$ cat src/rtl/bcd_score_counter_pkg.sv
// score_pkg: shared digit width, BCD digit type and digit operation codes for the score counter
package score_pkg;
  localparam int DIGIT_W = 4;
  typedef logic [DIGIT_W-1:0] bcd_t;
  localparam bcd_t BCD_MAX = 4'd9;
  typedef enum logic [1:0] {OP_HOLD, OP_INC, OP_DEC, OP_CLR} score_op_t;
endpackage

$ cat src/rtl/bcd_score_counter_if.sv
// bcd_score_counter_if: game-side requests (incr, decr, clear) and score/hiscore/flag outputs
// master drives the requests and observes the outputs; slave is the counter
interface bcd_score_counter_if #(parameter int NUM_DIGITS = 3);
  logic incr, decr, clear;
  logic [4*NUM_DIGITS-1:0] score, hiscore;
  logic at_max, wrap, new_high;
  modport master(output incr, decr, clear, input score, hiscore, at_max, wrap, new_high);
  modport slave(input incr, decr, clear, output score, hiscore, at_max, wrap, new_high);
endinterface

$ cat src/rtl/bcd_score_counter_digit.sv
// bcd_digit: one BCD digit register stepped by op when its carry/borrow input is set
// ports: clk, reset, op (shared digit op), cin (carry or borrow from the digit below,
// tied high on the LS digit), digit, carry_out (9 rolling to 0), borrow_out (0 rolling to 9)
module bcd_digit import score_pkg::*; (
  input  logic      clk,
  input  logic      reset,
  input  score_op_t op,
  input  logic      cin,
  output bcd_t      digit,
  output logic      carry_out,
  output logic      borrow_out
);
  bcd_t nxt;
  assign carry_out = cin && op == OP_INC && digit == BCD_MAX;
  assign borrow_out = cin && op == OP_DEC && digit == 4'd0;
  always_comb
    nxt = op == OP_CLR ? 4'd0
        : !cin ? digit
        : op == OP_INC ? (carry_out ? 4'd0 : digit + 4'd1)
        : op == OP_DEC ? (borrow_out ? BCD_MAX : digit - 4'd1)
        : digit;
  always_ff @(posedge clk)
    digit <= reset ? 4'd0 : nxt;
endmodule

$ cat src/rtl/bcd_score_counter.sv
// bcd_score_counter: packed-BCD score counter with floor, saturate/wrap and high-score tracking
// ports: clk, reset (sync, active-high), bus (slave): incr/decr/clear in; score, hiscore,
// at_max, wrap, new_high out
module bcd_score_counter import score_pkg::*; #(
  parameter int NUM_DIGITS  = 3,
  parameter bit SATURATE    = 1'b1,
  parameter bit EDGE_DETECT = 1'b1
) (
  input logic clk,
  input logic reset,
  bcd_score_counter_if.slave bus
);
  localparam int W = DIGIT_W * NUM_DIGITS;
  localparam logic [W-1:0] MAX_SCORE = {NUM_DIGITS{BCD_MAX}};
  logic incr_d, decr_d, inc_ev, dec_ev, wrap, new_high, at_max;
  logic [W-1:0] score, hiscore;
  logic [NUM_DIGITS:0] ch;
  score_op_t op;
  assign inc_ev = bus.incr & ~(incr_d & EDGE_DETECT);
  assign dec_ev = bus.decr & ~(decr_d & EDGE_DETECT);
  assign at_max = score == MAX_SCORE;
  // saturation and the zero floor both turn the request into a hold
  always_comb
    op = bus.clear ? OP_CLR
       : inc_ev && dec_ev ? OP_HOLD
       : inc_ev ? (at_max && SATURATE ? OP_HOLD : OP_INC)
       : dec_ev ? (score == '0 ? OP_HOLD : OP_DEC)
       : OP_HOLD;
  assign ch[0] = 1'b1;
  for (genvar i = 0; i < NUM_DIGITS; i++) begin : g_digit
    logic cry, brw;
    bcd_digit u_digit (
      .clk       (clk),
      .reset     (reset),
      .op        (op),
      .cin       (ch[i]),
      .digit     (score[DIGIT_W*i +: DIGIT_W]),
      .carry_out (cry),
      .borrow_out(brw)
    );
    assign ch[i+1] = cry | brw;
  end
  // a chain that runs out of the top digit on an increment is the wrap from all nines
  always_ff @(posedge clk)
    if (reset) begin
      incr_d   <= 1'b0;
      decr_d   <= 1'b0;
      wrap     <= 1'b0;
      new_high <= 1'b0;
      hiscore  <= '0;
    end else begin
      incr_d   <= bus.incr;
      decr_d   <= bus.decr;
      wrap     <= ch[NUM_DIGITS] && op == OP_INC;
      new_high <= !bus.clear && (new_high || score > hiscore);
      if (score > hiscore) hiscore <= score;
    end
  assign bus.score    = score;
  assign bus.hiscore  = hiscore;
  assign bus.at_max   = at_max;
  assign bus.wrap     = wrap;
  assign bus.new_high = new_high;
endmodule

$ cat src/flat_wrapper.sv
// flat-port wrapper written by rule: the top's interface ports become plain ports
module bcd_score_counter_flat import score_pkg::*;
#(
  parameter int NUM_DIGITS  = 3,
  parameter bit SATURATE    = 1'b1,
  parameter bit EDGE_DETECT = 1'b1
)
  (clk, reset, bus_incr, bus_decr, bus_clear, bus_score, bus_hiscore, bus_at_max, bus_wrap, bus_new_high);
  bcd_score_counter_if #(.NUM_DIGITS(NUM_DIGITS)) bus_i ();
  input logic clk;
  input logic reset;
  input wire logic [$bits(bus_i.incr)-1:0] bus_incr;
  input wire logic [$bits(bus_i.decr)-1:0] bus_decr;
  input wire logic [$bits(bus_i.clear)-1:0] bus_clear;
  output wire logic [$bits(bus_i.score)-1:0] bus_score;
  output wire logic [$bits(bus_i.hiscore)-1:0] bus_hiscore;
  output wire logic [$bits(bus_i.at_max)-1:0] bus_at_max;
  output wire logic [$bits(bus_i.wrap)-1:0] bus_wrap;
  output wire logic [$bits(bus_i.new_high)-1:0] bus_new_high;
  assign bus_i.incr = bus_incr;
  assign bus_i.decr = bus_decr;
  assign bus_i.clear = bus_clear;
  assign bus_score = bus_i.score;
  assign bus_hiscore = bus_i.hiscore;
  assign bus_at_max = bus_i.at_max;
  assign bus_wrap = bus_i.wrap;
  assign bus_new_high = bus_i.new_high;
  bcd_score_counter #(.NUM_DIGITS(NUM_DIGITS), .SATURATE(SATURATE), .EDGE_DETECT(EDGE_DETECT)) u_core (.clk(clk), .reset(reset), .bus(bus_i));
endmodule
$ cat config.mk
export PLATFORM = sky130hd
export DESIGN_NAME = bcd_score_counter_flat
export DESIGN_NICKNAME = d
export VERILOG_FILES = /design/src/rtl/bcd_score_counter_pkg.sv /design/src/rtl/bcd_score_counter_if.sv /design/src/rtl/bcd_score_counter_digit.sv /design/src/rtl/bcd_score_counter.sv /design/src/flat_wrapper.sv
export SDC_FILE = /design/constraint.sdc
export NUM_CORES = 1
export LEC_CHECK = 0
export ABC_AREA = 1
export CORE_AREA = 2 2 64 66
export CTS_CLUSTER_DIAMETER = 200
export CTS_CLUSTER_SIZE = 24
export DETAILED_ROUTE_END_ITERATION = 7
export DIE_AREA = 0 0 66 68
export DONT_BUFFER_PORTS = 1
export PLACE_DENSITY = 0.7
export RECOVER_POWER = 25
export SLEW_MARGIN = 20
export SYNTH_ARGS = -nofsm -noshare
export SYNTH_HDL_FRONTEND = slang
export SYNTH_SLANG_ARGS = --single-unit
$ cat constraint.sdc
create_clock -name clk -period 2.4 [get_ports clk]
set_input_delay 0.48 -clock clk [delete_from_list [all_inputs] [get_ports clk]]
set_output_delay 0.48 -clock clk [all_outputs]
set_load 0.02 [all_outputs]
==> impl_metrics.yaml <==
floorplan:
  start_util_pct: 54.8
  rows: 23
  ioPinCount: 32
  die_w_um: 66
  core_sq_mm: 0.00386
  die_area_sq_mm: 0.00449
  dieHeight_um: 68
placed_design:
  place_inst: 373
  dp_hpwl_mm: 4.03
  port_buffers: 0
  place.gp.congestion: 0.930
routing:
  drc_errors: 0
  drt_iter0_drc: 167
  wl_per_cell_um: 14.2
  drt-vias-per-instance: 5.38
  wl_mm: 5.43
  dr.pass1.iters: 4
  vias: 2048
  ant_nets: 0
global_routing:
  antenna_found_initial: 0
  grt_max_degree: 26
  grt_pass1_wl_mm: 8.37
  grt_pass1_vias: 1816
  grt-ovfl-total: 0
  track_usage_pct: 24.3
timing:
  fin_crit_sh_pct: 97.8
  final_hold_viol_count: 0
  slew_headroom_pct: 70.1
  rsz0062_at_grt: "yes"
  period_minus_slack_ns: 2.35
  slew_viol_final: 0
  hold_ws_ns: 0.253
  tightest_slew_ns: 0.449
  clock_skew_ns: 0.00336
  fmax_mhz: 426
  setup_viol: 0
synth:
  post_synth_num_cell_types: 38
  yosysSeqAreaShare_pct: 26.5
  netlist_area_sq_mm: 0.00211
  synth_seq_cells: 28
  syn_area_per_cell_sq_um: 7.19
  yosys.area.top_type_share_pct: 26.5
  yosysWarnings: 0
  synth_top_area_cell: "dfxtp_1"
  ys_top_cells_by_area: "dfxtp_1, ha_1, inv_1, nand3_1, nand2_1"
  syn_inst: 294
  synth_fp_nets: 325
setup_path:
  reg2reg_to: "u_core.g_digit[1].u_digit.digit[3]"
  cpMaxStageDelayCell: "or3_4"
  setup.worst_path.end: "u_core.g_digit[1].u_digit.digit[3]"
  reg2reg_depth: 14
  crit_chain: "inv_2 > ha_4 > nand3_2 > or3_4 > a31oi_4 > inv_2 > ha_4 > nand3_4 > nand2_4 > nand2_4 > buf_4 > nand2_1 > o22ai_1 > a21oi_1"
  crit_path_end_kind: "flop"
  r2r_start: "u_core.g_digit[2].u_digit.digit[0]"
  startpoint: "u_core.g_digit[2].u_digit.digit[0]"
  critPathMaxFanout: 3
  worstPathArrival_ns: 2.52
  start_kind: "flop"
  ff2ff_setup_slack_ns: 0.05
  crit_required_ns: 2.57
  critPathMaxStageDelay_ns: 0.40
  criticalPathCategory: "flop to flop"
final_layout:
  drive_above_1_share_pct: 31.4
  diodes: 0
  ff_latch_area_sq_um: 567
  multiInputGateArea_sq_mm: 0.00147
  final_cell_mix: "buf_4, nand2_1, inv_1"
  nets: 363
  nFillCells: 315
  stdcell_count: 381
  layout_commonest_cell: "buf_4"
  syn_to_final_growth_pct: 25.4
clocking:
  clock-sinks: 28
  postCtsHoldBufs: 0
  cts_tree: "done"
  clockBufferDepth: 2
  clock_tree.root_cell: "clkbuf_8"
  htree_levels: 1
  cts_buffers: 3
  clock_latency_ns: 0.28
  path_clk_slew_ns: 0.10
flow_run:
  drv_cap: 0
outcome:
  outcome: "completed"
power_and_ir_drop:
  peakVddDrop_uv: 399
  leakagePower_nw: 1.28
  powerDensity_mw_per_mm2: 971
worst_hold_path:
  hold_path_class: "primary input to flop"
## routing by layer
metal	track usage, %	wire (um)
met5	0	0
met3	3.29	334
met4	8.42	114
met2	39.6	2550
met1	33.1	2420
## through the flow
step / setup slack, ns / utilization [%] / area [sq um] / TNS (ns) / total power, mW
floorplan: 0.0126 / - / 2120 / 0 / 1.94
global placement: 0.0810 / 62.6 / 2410 / 0 / 2.20
detailed placement: 0.0264 / 62.6 / 2410 / 0 / 2.22
CTS: 0.000477 / 64.0 / 2470 / 0 / 2.52
global route: -0.0657 / 68.7 / 2650 / -0.267 / 2.81
finish: 0.0526 / 68.7 / 2650 / 0 / 2.57
## critical path, delay by kind of cell, from the launching register on
kind                       cells  cell delay, ns
AOI/OAI and AO/OA              3            0.48
adders and majority gates      2            0.31
buffers and inverters          3            0.28
and+or+nand+nor                6            0.82
DFF                            1            0.35
## cell usage after synthesis (all sizes together)
cell type,instances
dfxtp,28
a21oi,29
or3,1
a211oi,1
nand4,4
nor3,5
o21ai,12
xor2,7
o311ai,1
nor4,1
nand2,42
o21bai,1
nand3b,1
inv,45
xnor2,3
nor2,35
clkinv,1
or2,2
a31oi,2
o22ai,1
nand3,31
clkbuf,1
o31ai,2
o211ai,4
buf,8
ha,26
## kinds of logic after synthesis
| family | count (synthesis) | synth area share, % |
|---|---|---|
| and+or+nand+nor | 122 | 28.3 |
| buffers and inverters | 55 | 11.0 |
| AOI/OAI and AO/OA | 53 | 14.6 |
| DFF | 28 | 26.5 |
| adders and majority gates | 26 | 15.4 |
| xor gates and xnor gates | 10 | 4.14 |
## report_power, final
part	internal [mW]	switching (mW)
logic	0.563	0.881
clock network	0.147	0.154
registers	0.597	0.232
## final cells by class
cell class,instances,area share (%)
multi-input cells,211,55.4
flip-flops and latches,28,21.4
repair buffers,42,11.9
inverters,46,6.85
well taps,50,2.36
clock buffers,4,2.08
## how the worst min path moves through the flow
| stage | slack [ns] | endpoint | cells after the start | from |
|---|---|---|---|---|
| after CTS | 0.26 | u_core.bus.wrap | 1 | reset |
| after detailed placement | 0.51 | u_core.g_digit[0].u_digit.digit[0] | 2 | u_core.g_digit[0].u_digit.digit[0] |
| after global routing | 0.25 | u_core.decr_d | 1 | reset |
| after floorplan | 0.54 | u_core.bus.wrap | 1 | reset |
| after global placement | 0.50 | u_core.g_digit[0].u_digit.digit[0] | 2 | u_core.g_digit[0].u_digit.digit[0] |
| final | 0.25 | u_core.bus.wrap | 1 | reset |
## sequential cells by signal (all words and copies together), names as in the netlist
register,count
u_core.incr_d,1
u_core.decr_d,1
u_core.g_digit.u_digit.digit,12
u_core.bus.wrap,1
u_core.bus.new_high,1
u_core.bus.hiscore,12
## repair_timing
action | 4_1_cts | 5_1_grt
endpoints found under the setup margin | 0 | 13
buffers inserted | 0 | 4
resized for setup | 0 | 38
Note: power is estimated with default switching activity, not from simulation.
